## config.mk

```make
export PLATFORM = sky130hd
export DESIGN_NAME = uart_tx_serializer
export DESIGN_NICKNAME = d
export VERILOG_FILES = /design/src/rtl/uart_tx_serializer.sv
export SDC_FILE = /design/constraint.sdc
export NUM_CORES = 1
export LEC_CHECK = 0
export ABC_CLOCK_PERIOD_IN_PS = 3750
export CAP_MARGIN = 20
export CORE_ASPECT_RATIO = 0.75
export CORE_MARGIN = 1.5
export CORE_UTILIZATION = 55
export DETAILED_ROUTE_END_ITERATION = 8
export PLACE_DENSITY_LB_ADDON = 0.1
export RECOVER_POWER = 50
export SYNTH_ARGS = -nofsm -noshare
export SYNTH_HDL_FRONTEND = slang
export SYNTH_SLANG_ARGS = --single-unit
```

## constraint.sdc

```tcl
create_clock -name CLOCK -period 3.75 [get_ports CLOCK]
set_input_delay 0.375 -clock CLOCK [delete_from_list [all_inputs] [get_ports CLOCK]]
set_output_delay 0.375 -clock CLOCK [all_outputs]
set_load 0.1 [all_outputs]
```

## src/rtl/uart_tx_serializer.sv

```systemverilog
// UART 8N1 transmitter with a one-deep holding buffer and a sticky overflow flag.
`timescale 1ns/1ps
module uart_tx_serializer #(
  parameter int unsigned CLKS_PER_BIT = 434,
  parameter int unsigned CNT_W        = 16
) (
  input  logic       CLOCK,
  input  logic       reset,
  input  logic [7:0] tx_data_in,
  input  logic       Wr_en,
  input  logic       clr_ovrflw,
  output logic       Tx,
  output logic       buf_full,
  output logic       tx_busy,
  output logic       overflow
);

  localparam int unsigned DATA_W = 8;
  localparam int unsigned IDX_W  = 3;
  localparam logic [CNT_W-1:0] BIT_END  = CNT_W'(CLKS_PER_BIT - 1);
  localparam logic [IDX_W-1:0] LAST_BIT = IDX_W'(DATA_W - 1);

  typedef enum logic [1:0] {IDLE, START, DATA, STOP} state_t;

  state_t              state, state_n;
  logic [CNT_W-1:0]    cnt, cnt_n;
  logic [IDX_W-1:0]    idx, idx_n;
  logic [DATA_W-1:0]   shift, shift_n;
  logic [DATA_W-1:0]   hold, hold_n;
  logic                tx_n, buf_full_n, busy_n, ovf_n;
  logic                bit_end, load;

  // State and output registers; reset abandons any frame in progress.
  always_ff @(posedge CLOCK or posedge reset) begin
    if (reset) begin
      state    <= IDLE;
      cnt      <= '0;
      idx      <= '0;
      shift    <= '0;
      hold     <= '0;
      Tx       <= 1'b1;
      buf_full <= 1'b0;
      tx_busy  <= 1'b0;
      overflow <= 1'b0;
    end else begin
      state    <= state_n;
      cnt      <= cnt_n;
      idx      <= idx_n;
      shift    <= shift_n;
      hold     <= hold_n;
      Tx       <= tx_n;
      buf_full <= buf_full_n;
      tx_busy  <= busy_n;
      overflow <= ovf_n;
    end
  end

  // Next-state, buffer handling and next output values.
  always_comb begin
    state_n    = state;
    cnt_n      = cnt;
    idx_n      = idx;
    shift_n    = shift;
    hold_n     = hold;
    buf_full_n = buf_full;
    ovf_n      = overflow;
    load       = 1'b0;
    tx_n       = 1'b1;
    busy_n     = 1'b0;
    bit_end    = (cnt == BIT_END);

    case (state)
      IDLE: begin
        cnt_n = '0;
        idx_n = '0;
        if (buf_full) begin
          load    = 1'b1;
          state_n = START;
        end
      end
      START: begin
        if (bit_end) begin
          cnt_n   = '0;
          idx_n   = '0;
          state_n = DATA;
        end else begin
          cnt_n = cnt + CNT_W'(1);
        end
      end
      DATA: begin
        if (bit_end) begin
          cnt_n   = '0;
          shift_n = shift >> 1;
          if (idx == LAST_BIT) begin
            state_n = STOP;
          end else begin
            idx_n = idx + IDX_W'(1);
          end
        end else begin
          cnt_n = cnt + CNT_W'(1);
        end
      end
      STOP: begin
        if (bit_end) begin
          cnt_n = '0;
          if (buf_full) begin
            load    = 1'b1;
            state_n = START;
          end else begin
            state_n = IDLE;
          end
        end else begin
          cnt_n = cnt + CNT_W'(1);
        end
      end
      default: state_n = IDLE;
    endcase

    if (load) begin
      shift_n    = hold;
      buf_full_n = 1'b0;
    end

    // A write on the load edge refills the buffer the FSM is emptying.
    if (Wr_en) begin
      if (!buf_full || load) begin
        hold_n     = tx_data_in;
        buf_full_n = 1'b1;
      end else begin
        ovf_n = 1'b1;
      end
    end
    if (clr_ovrflw) begin
      ovf_n = 1'b0;
    end

    case (state_n)
      START:   tx_n = 1'b0;
      DATA:    tx_n = shift_n[0];
      default: tx_n = 1'b1;
    endcase
    busy_n = (state_n != IDLE);
  end

endmodule

```

Word-level counts from Yosys, hierarchy flattened. Index checks and enable logic that the tools add are counted.

Flip-flop bits (word level): 41. Bits in latches: 0. RAM bits: 0. ROM bits: 0. Input port bits: 12. Logic and storage cells: 62. Memories kept: 0.

Add/sub/neg operators: 2. $mul: 0. Div/mod/pow operators: 0. $lt $le $gt $ge: 0. Eq/ne operators: 11. Shifts and indexed selects: 0. Multiplexer cells: 26. Bitwise logic cells: 0. Reductions and logical operators: 13.

Operators by type and width (count): $pmux 16 s2 (1); $mux 8 (3); $add 16x1->16 const B (1); $eq 16x9->1 const B (1); $mux 16 (1); $mux 2 (5); $mux 1 (9); $mux 3 (3); $pmux 3 s3 (1); $ne 2x2->1 const B (4); $pmux 2 s4 (1); $reduce_bool 2->1 (4); $eq 2x2->1 const B (3); $reduce_and 2->1 (3); $eq 2x1->1 const B (2); $pmux 1 s2 (2); $reduce_and 4->1 (1); $add 3x1->3 const B (1); $eq 3x3->1 const B (1); $reduce_bool 3->1 (1); $reduce_or 3->1 (1); $logic_not 2->1 (1); $logic_not 1->1 (1); $logic_or 1x1->1 (1).

Longest topological paths before layout.
Depth after elaboration: 7. Depth in mapped cells: 11.

Worst setup path before layout. OpenSTA, ideal clock, no wires.

Path type: register -> register. Start: reg buf_full. End: reg hold[0]. Setup time: 125 ps. Arrival: 2257 ps. Path slack: 1368 ps. Cell stages (with the launch flop): 7. Buffers on the path: 0. Period minus slack after synthesis: 2382 ps. Cells stage by stage: dfrtp_1 -> and3b_2 -> nor2b_4 -> a31oi_4 -> nand2_1 -> nand2_2 -> mux2_2.

Cells in the longest elaborated chain, start to end: 5.

RTL lines: start: declaration (line 13) `output logic buf_full,`; start signal: assignment (line 52) `buf_full <= buf_full_n;`; $mux 1 (line 76, 106); $mux 1 (line 104) `if (bit_end) begin`; $pmux 1 s2 (line 72) `case (state)`; $logic_or 1x1->1 * (line 126) `if (!buf_full || load) begin`; $reduce_and 2->1 (no source line) *; end signal: assignment (line 50) `hold <= hold_n;`; end: declaration (line 29) `logic [DATA_W-1:0] hold, hold_n;`.

Every way passes the cells marked *; elsewhere a longest branch is shown, timed or not. A chain may end at the register's enable or synchronous reset.

Worst setup path after layout.
Start: reg cnt[1]. End: reg cnt[15].

Cells in the longest elaborated chain, start to end: 3.

RTL lines: start: declaration (line 26) `logic [CNT_W-1:0] cnt, cnt_n;`; start signal: assignment (line 47) `cnt <= cnt_n;`; $add 16x1->16 or $eq 16x9->1 (tied branches); $mux 16 * (line 82, 91, 104); $pmux 16 s2 * (line 72); net cnt_n[15] (line 26).

The timed path passes the listed nets; every way through them passes the cells marked *.

==> impl.org <==
** Placed design
- The placed instances occupy a cell area of 2270 sq um.
- OpenSTA, run right after detailed placement, puts the worst setup slack at 1300 ps.
- After legalization and detailed placement, the total HPWL measured 2840 um.
- In this run the tool buffered the top-level ports with 15 buffer cells.
- Last weighted congestion value of the routability-driven placer :: 0.766

** Floorplanning
- Core outline area :: approximately 3600 sq um
- The die covers 4160 sq um.
- Placement Rows :: 19
- During I/O placement, the number of pins put on the boundary was 16.
- The initial utilization of the core area, before any placement, comes to 0.571.
- Die X-Extent :: about 74 um
- Height of the die :: 56.2 um

** GRT
- For this run, the total global-route usage over all layers was measured as 0.210.
- Global routing finished with a remaining overflow of 0.
- Wire length of the first global-routing pass :: 6580 um
- Largest net degree at the start of global routing :: 23
- The initial antenna violation count is 0.
- The via count of the first global-routing pass came to 1489.

** STA
- Final max-slew violation count :: 0
- Fin Clk Skew :: 8.04 ps
- Maximum clock rate :: 404 MHz
- For the pin with the worst max-slew slack, the measured transition is 1180 ps.
- Worst Hold Slack :: 507 ps
- The worst pin sits at a relative slew slack of 0.212.
- Across all setup checks in the final design, the least slack found is ~1300 ps.
- Setup repair after global routing left no endpoint under its margin.
- Of the available clock period, the critical path in the final layout requires 0.661.
- Setup TNS Final :: 0 ps
- Min cycle time layout :: 2480 ps
- Number of endpoints failing setup at the final stage :: 0
- The number of endpoints with negative hold slack in the final report came to 0.

** CTS
- In this run the number of H-tree levels came out at 2.
- Clock tree sinks :: 41
- Post-CTS timing repair inserted 0 buffers for setup.
- Clock latency on the worst-skew pair :: ~290 ps
- In this run, post-CTS repair resized a total of 0 instances.
- Number of buffers created by CTS :: 5
- Hold_buf cts :: 0
- TritonCTS built the clock tree.
- CTS placed an instance of sky130_fd_sc_hd__clkbuf_8 at the clock tree root.
- Clock-pin slew was measured on the worst setup and hold paths at 70 ps.
- The clock passes through at most 2 buffers.

** Cells and area
- Most common cell after layout, fill and taps aside :: sky130_fd_sc_hd__dfrtp_1
- Compared with the post-synthesis result, the final layout area differs by 12.9%.
- After the last flow step, the layout net total stands at between 200 and 250.
- Proportion of layout cells with a drive suffix above 1 :: 0.138
- Number of fill cells :: 299
- Area of all placed cells without fillers :: 2350 sq um
- 0 antenna diodes ended up in the layout.
- The top cell types in the final layout, fill and taps aside, are sky130_fd_sc_hd__dfrtp_1, sky130_fd_sc_hd__nor2_1, sky130_fd_sc_hd__clkdlybuf4s50_1, sky130_fd_sc_hd__inv_1.

** Worst hold path
- Hold WC Path Type :: flop to flop

** Worst setup path
- Data arrives at the worst endpoint at approximately 2600 ps.
- Type of the setup path with the least slack :: flop to flop
- Type of origin of the critical path :: flop
- Along the worst path, the maximum fanout reaches 16.
- STA classifies the critical path endpoint as a flop.
- At the worst endpoint, the required time is slightly below 4000 ps.

** Synthesis
- A synthesized cell averages 10.8 sq um.
- The share of the Yosys chip area taken by registers is 0.494.
- By area the synthesized netlist is led by sky130_fd_sc_hd__dfrtp_1, sky130_fd_sc_hd__nor2_1, sky130_fd_sc_hd__ha_1.
- Compound-Gate Fraction of Synth Area :: 0.0777
- Proportion of register bits with asynchronous set or reset after synthesis :: 1.00
- Share of synthesized cell area in full adder, half adder and majority cells :: 0.0542
- Netlist area before placement :: 2080 sq um
- Portion of synthesized cell area occupied by the leading cell type :: 0.482
- Number of enable flip-flop cells after synthesis :: 0
- After synthesis, the share of cell area in mux cells is 0.0921.
- The synthesized design spends more area on one cell type than any other, namely sky130_fd_sc_hd__dfrtp_1.
- Area share of and/or/nand/nor cells after synthesis :: 0.187
- In this run, distinct cell masters in the synthesized netlist total 44.
- Synth Flop Type :: sky130_fd_sc_hd__dfrtp_1
- Synthesis Warnings :: 0
- Flip-flop and latch count after synthesis :: 41
- Dominant combinational cell family by area after synthesis :: simple AND/OR/NAND/NOR gates
- Number of instances in the synthesized netlist :: 192
- Of the total synthesized cell area, the portion taken by XOR and XNOR cells is 0.0590.
- The number of nets in the synthesized netlist is 213.

** Pwr
- The worst-case IR drop observed on VDD is 254 uV.
- Power per cell area :: 333 nW/um^2
- Static leakage :: 1.16 nW

** Drt
- For this run, design rule violations remaining after detail routing come to 0.
- For this block, the initial DRC count from the detailed router was 57.
- Detailed routing inserted a total of 1430 vias.
- Wire length reported by the detailed router :: 3820 um
- TritonRoute pass-1 iters :: 4
- After detailed routing, the number of vias per cell comes to 5.46.
- Dividing the detail-routed wire length by the instance count gives 14.6 um.
- Post-detailed-route count of antenna-violating nets :: 0

** Run status
- Status :: finished, final reports clean

** Run
- Number of max-cap violations :: 0
## cells by family (layout without fill, tap and decap cells)
group,count (synthesis),in the layout
and+or+nand+nor,71,71
DFF,41,41
AOI/OAI and AO/OA,22,22
muxes,18,18
buffers and inverters,17,35
xor gates and xnor gates,14,14
adders and majority gates,9,9
## state kept, by name (all words and copies together) (netlist names)
signal and flops:
Tx 1, buf_full 1, cnt 16, hold 8, idx 3, overflow 1
shift 8, state 2, tx_busy 1
## metrics by stage
stage | power (W) | std cells | utilization
after global placement | 0.000505 | 255 | 0.624
after global routing | 0.000813 | 262 | 0.645
after detailed placement | 0.000508 | 255 | 0.624
after floorplan | 0.000487 | 192 | -
final | 0.000782 | 262 | 0.645
after CTS | 0.000792 | 262 | 0.648
## Yosys cell counts (2+ instances only)
cell type	n
sky130_fd_sc_hd__o21a_1	2
sky130_fd_sc_hd__xnor2_1	8
sky130_fd_sc_hd__xor2_1	6
sky130_fd_sc_hd__inv_1	12
sky130_fd_sc_hd__buf_2	2
sky130_fd_sc_hd__dfrtp_1	40
sky130_fd_sc_hd__nand2_1	7
sky130_fd_sc_hd__nand3_1	8
sky130_fd_sc_hd__nand2_2	2
sky130_fd_sc_hd__mux2i_1	9
sky130_fd_sc_hd__or2_2	2
sky130_fd_sc_hd__a21oi_1	9
sky130_fd_sc_hd__nor3_1	5
sky130_fd_sc_hd__nor2_1	31
sky130_fd_sc_hd__and3b_2	2
sky130_fd_sc_hd__and4_1	3
sky130_fd_sc_hd__mux2_2	9
sky130_fd_sc_hd__ha_1	9
## per-layer routing
metal / track usage / wire [um] / vias up
met5: 0 / 0 / -
met4: 0.0661 / 53 / 0
met3: 0.0489 / 108 / 7
met2: 0.330 / 1870 / 29
met1: 0.285 / 1790 / 707
li1: - / - / 687
## area by class of cell
class | count | area (sq um) | share of cell area
flip-flops and latches | 41 | 1030 | 0.438
multi-input cells | 134 | 970 | 0.413
clock buffers | 7 | 86.3 | 0.0368
repair buffers | 16 | 154 | 0.0656
inverters | 12 | 45.0 | 0.0192
well taps | 52 | 65.1 | 0.0277
## final timing paths
path,cells past startpoint,start,slack (ps),endpoint
min in group asynchronous,2,reset,660,cnt[8]
worst max-delay path,6,cnt[1],1270,cnt[15]
worst max register to register,6,cnt[1],1270,cnt[15]
worst min register to register,1,hold[7],510,hold[7]
max in group asynchronous,3,reset,1560,hold[2]
worst min-delay path,1,hold[7],510,hold[7]
## power by group
group	internal, W	switching [W]
Sequential	0.000453	0.00000577
Clock	0.000146	0.000139
Combinational	0.0000191	0.0000200
## worst max-delay path, cell delays in order, from the launching register on
cell	delay, ps
sky130_fd_sc_hd__dfrtp_1	410
sky130_fd_sc_hd__inv_1	70
sky130_fd_sc_hd__ha_1	150
sky130_fd_sc_hd__nor4b_1	360
sky130_fd_sc_hd__and4_1	480
sky130_fd_sc_hd__or2_0	730
sky130_fd_sc_hd__nor2_1	130
(Power assumes the default switching activity.)
